**config.mk**
```make
export PLATFORM = sky130hd
export DESIGN_NAME = multi_mode_ff_bank
export DESIGN_NICKNAME = d
export VERILOG_FILES = /design/src/rtl/multi_mode_ff_bank.sv
export SDC_FILE = /design/constraint.sdc
export NUM_CORES = 1
export LEC_CHECK = 0
export CAP_MARGIN = 5
export CORE_MARGIN = 2
export CORE_UTILIZATION = 54
export DETAILED_ROUTE_END_ITERATION = 6
export GPL_TIMING_DRIVEN = 0
export PLACE_DENSITY = 0.85
export RECOVER_POWER = 50
export SLEW_MARGIN = 20
export SYNTH_ARGS = -nofsm -noshare
export SYNTH_HDL_FRONTEND = slang
export SYNTH_SLANG_ARGS = --single-unit
```
**constraint.sdc**
```tcl
create_clock -name clk -period 4 [get_ports clk]
set_input_delay 0.4 -clock clk [delete_from_list [all_inputs] [get_ports clk]]
set_output_delay 0.4 -clock clk [all_outputs]
set_load 0.03 [all_outputs]
```
**src/rtl/multi_mode_ff_bank.sv**
```systemverilog
// WIDTH-channel flip-flop bank with run-time selectable SR/JK/D/T behaviour,
// per-channel change strobes and sticky SR-illegal error flags.
module multi_mode_ff_bank #(
  parameter int unsigned          WIDTH      = 8,
  parameter logic [WIDTH-1:0]     RESET_VAL  = '0,
  parameter int unsigned          SR_ILLEGAL = 0
) (
  input  logic             clk,
  input  logic             reset,
  input  logic             en,
  input  logic [1:0]       mode,
  input  logic [WIDTH-1:0] a,
  input  logic [WIDTH-1:0] b,
  input  logic             err_clr,
  output logic [WIDTH-1:0] q,
  output logic [WIDTH-1:0] q_bar,
  output logic [WIDTH-1:0] chg,
  output logic [WIDTH-1:0] err,
  output logic             err_any
);

  typedef enum logic [1:0] {
    MODE_SR = 2'b00,
    MODE_JK = 2'b01,
    MODE_D  = 2'b10,
    MODE_T  = 2'b11
  } mode_e;

  localparam int unsigned SR_HOLD   = 0;
  localparam int unsigned SR_SET    = 1;
  localparam int unsigned SR_RESET  = 2;

  mode_e            mode_s;
  logic [WIDTH-1:0] q_nxt;
  logic [WIDTH-1:0] err_set;
  logic [WIDTH-1:0] err_nxt;
  logic [WIDTH-1:0] chg_nxt;

  assign mode_s = mode_e'(mode);

  // Resolve S=R=1 according to the build-time policy.
  function automatic logic sr_illegal_q(input logic cur);
    if (SR_ILLEGAL == SR_HOLD)       return cur;
    else if (SR_ILLEGAL == SR_SET)   return 1'b1;
    else if (SR_ILLEGAL == SR_RESET) return 1'b0;
    else                             return ~cur;
  endfunction

  // Per-channel next state and SR-illegal detection.
  always_comb begin
    q_nxt   = q;
    err_set = '0;
    if (en) begin
      for (int i = 0; i < WIDTH; i++) begin
        unique case (mode_s)
          MODE_SR: begin
            unique case ({a[i], b[i]})
              2'b00:   q_nxt[i] = q[i];
              2'b01:   q_nxt[i] = 1'b0;
              2'b10:   q_nxt[i] = 1'b1;
              default: begin
                q_nxt[i]   = sr_illegal_q(q[i]);
                err_set[i] = 1'b1;
              end
            endcase
          end
          MODE_JK: begin
            unique case ({a[i], b[i]})
              2'b00:   q_nxt[i] = q[i];
              2'b01:   q_nxt[i] = 1'b0;
              2'b10:   q_nxt[i] = 1'b1;
              default: q_nxt[i] = ~q[i];
            endcase
          end
          MODE_D:  q_nxt[i] = a[i];
          default: q_nxt[i] = q[i] ^ a[i];
        endcase
      end
    end
  end

  // A set condition on the same edge as a clear keeps that bit set.
  always_comb begin
    err_nxt = err_clr ? err_set : (err | err_set);
    chg_nxt = q_nxt ^ q;
  end

  always_ff @(posedge clk) begin
    if (!reset) begin
      q       <= RESET_VAL;
      q_bar   <= ~RESET_VAL;
      chg     <= '0;
      err     <= '0;
      err_any <= 1'b0;
    end else begin
      q       <= q_nxt;
      q_bar   <= ~q_nxt;
      chg     <= chg_nxt;
      err     <= err_nxt;
      err_any <= |err_nxt;
    end
  end

endmodule

```
==> qor.yml <==
yosys:
  avgSynthCellArea_um2: 8.270
  synthesis.area_mm2: 0.002266
  synth_top_area_cell: "dfxtp_1"
  ys_async_sr_fraction: 0
  ys_types: 50
  yosysMostFrequentCell: "a21oi_1"
  synth.area.top_cells: "dfxtp_1, ha_1, a21oi_1"
  ys_ff_latch: 33
  synth_top_cell_area_share: 0.2916
  ys_warn_count: 0
  postSynthCellCount: 274
  synth_edf_count: 0
  ys_top_cells_by_count: "a21oi_1, dfxtp_1, inv_1"
  syn_nets: 312
  ys_seq_area_frac: 0.2916
  synth_ff_type: "dfxtp_1"
timing:
  post-route-period-util: 0.5801
  hold_viol_final: 0
  fin_ws_ps: 1680
  max-slew-margin-rel: 0.6414
  fin_crit_ps: 2320
  finalSetupTns_ps: 0
  rsz0062_at_grt: "false"
  drv_slew: 0
  report.final.setup_viol: 0
  tightest_slew_ps: 537.8
  whs_ps: 587.9
  max_freq_mhz: 431.0
  fin_worst_skew_ps: 4.938
finish:
  fin_nets: 373
  syn_to_final_growth_pct: 30.87
  drive_above_1_share: 0.08929
  postLayoutCellArea_mm2: 0.002965
  final_cells: 386
  finalCoreUtilization: 0.7360
  insertedDiodeCount: 0
power_and_ir_drop:
  worst_ir_drop_vdd_uv: 169.9
  pwr-share-seq: 0.395
  p_int_mw: 0.6197
  swShare: 0.3218
  p_leak_nw: 1.208
  p_comb_frac: 0.292
  finalPower_mw: 0.9137
  switchingPower_mw: 0.2940
  powerDensity_mw_per_mm2: 308.1
  clkPwrFrac: 0.312
critical_path:
  cp-start-kind: "input port"
  cp_slowest_cell: "dlygate4sd3_1"
  slowest_delay_ps: 720
  cp_data_required_time_ps: 4180
  crit_type: "in -> reg"
  critical_path.max_fanout: 10
  r2r_start: "q[6]"
  cpMostUsedCell: "clkbuf_1"
  crit_path_end_kind: "flop"
  startpoint: "mode[0]"
  cp_cell_sequence: "dlygate4sd3_1 -> clkbuf_1 -> clkbuf_1 -> a21oi_1 -> a211o_1"
  cp.arrival_ps: 2500
global_route:
  antenna_found_initial: 0
  grt_overflow: 0
  grt_max_degree: 11
  grt_usage: 0.2734
  grt_busiest_layer: "met2"
  grt_pass1_vias: 2057
  use_met2: 0.4303
  grt_pass1_wl_um: 9666
  met3_usage: 0.05519
  use_met1: 0.3701
clocking:
  ctsHoldBuffers: 0
  cts_tree: "yes"
  cts_max_level: 2
  clk_path_buf_depth: 2
  cts_made_buffers: 5
  cts_resized: 0
  cts_setup_buffers: 0
  root_buffer: "clkbuf_8"
  clk_pin_slew_worst_paths_ps: 70
  cts.sinks: 33
  insertion_delay_ps: 290
floorplanning:
  placementRows: 23
  start_util: 0.5624
  io_pins: 55
  die_h_um: 68.78
  fp.dieArea_mm2: 0.004730
  core_area_mm2: 0.004029
  die_w_um: 68.78
drt:
  wirelength_um: 5821
  antenna_left: 0
  detail_route.wl_per_cell_um: 15.08
  drtIter0Drc: 115
  vias_per_cell: 5.767
  drc: 0
  vias: 2226
  firstDrtPassIters: 4
min_path:
  hold_class: "reg -> reg"
  min_from: "q[4]"
job:
  maxCapViolations: 0
place:
  place_area_mm2: 0.002869
  place_inst: 378
  dp_hpwl_um: 4156
  gp_congestion: 0.8547
  portBuffers: 54
  pre_cts_slack_ps: 1781
outcome:
  status: "complete, no violations"
-- power groups by stage --
stage               combinational, mW  sequential, mW  clock, mW
detailed placement              0.270           0.369          0
floorplan                       0.130           0.408          0
CTS                             0.272           0.362      0.290
global route                    0.292           0.364      0.303
global placement                0.265           0.369          0
finish                          0.267           0.361      0.285
-- worst paths after layout --
check	endpoint	slack (ps)	cells after the start
worst max-delay path	q_bar[0]	1680	5
worst min-delay path	chg[4]	590	2
worst max register to register	q[6]	2640	4
worst min register to register	chg[4]	590	2
-- cell usage in the layout, fill, tap and decap left out, types with 4 or more instances in the layout --
cell type,instances
nor4_1,4
a21oi_1,36
buf_2,7
o21ai_1,14
xnor2_1,4
dlygate4sd3_1,29
clkbuf_8,7
clkdlybuf4s50_1,25
a311o_1,4
nor3_1,4
o21ai_0,10
nor2b_1,12
nor2_1,12
ha_1,16
nand2b_1,7
nand2_1,17
dfxtp_1,33
mux2_2,4
clkbuf_1,5
inv_1,18
nand3b_1,4
mux2i_1,6
-- layer usage --
layer | share of wire | up-vias
met5 | 0 | -
li1 | - | 1104
met3 | 0.065 | 8
met2 | 0.47 | 77
met4 | 0.011 | 0
met1 | 0.46 | 1037
-- final cells by class --
cell class	instances	area, µm²
plain buffers	16	102.6
clock buffers	7	96.34
clock inverters	1	5.005
fillers	323	1064
inverters	18	67.56
multi-input cells	207	1430
flip-flops and latches	33	660.6
well taps	50	62.56
repair buffers	54	540.5
-- logic make-up after synthesis --
family | after synthesis | synth area share
AOI/OAI and AO/OA | 94 | 0.2689
xor gates and xnor gates | 6 | 0.02319
adders and majority gates | 16 | 0.08835
buffers and inverters | 34 | 0.07730
DFF | 33 | 0.2916
muxes | 12 | 0.05632
and+or+nand+nor | 79 | 0.1944
-- worst max-delay path: cells and delay by family --
family	cells	cell delay, ps
buffers and inverters	3	1660
AO/OA/AOI/OAI	2	430
-- flip-flops by register name, summed over array words and instances, names as in the netlist --
signal,flops
q,8
q_bar,8
err_any,1
err,8
chg,8
Note: power is estimated with default switching activity, not from simulation.
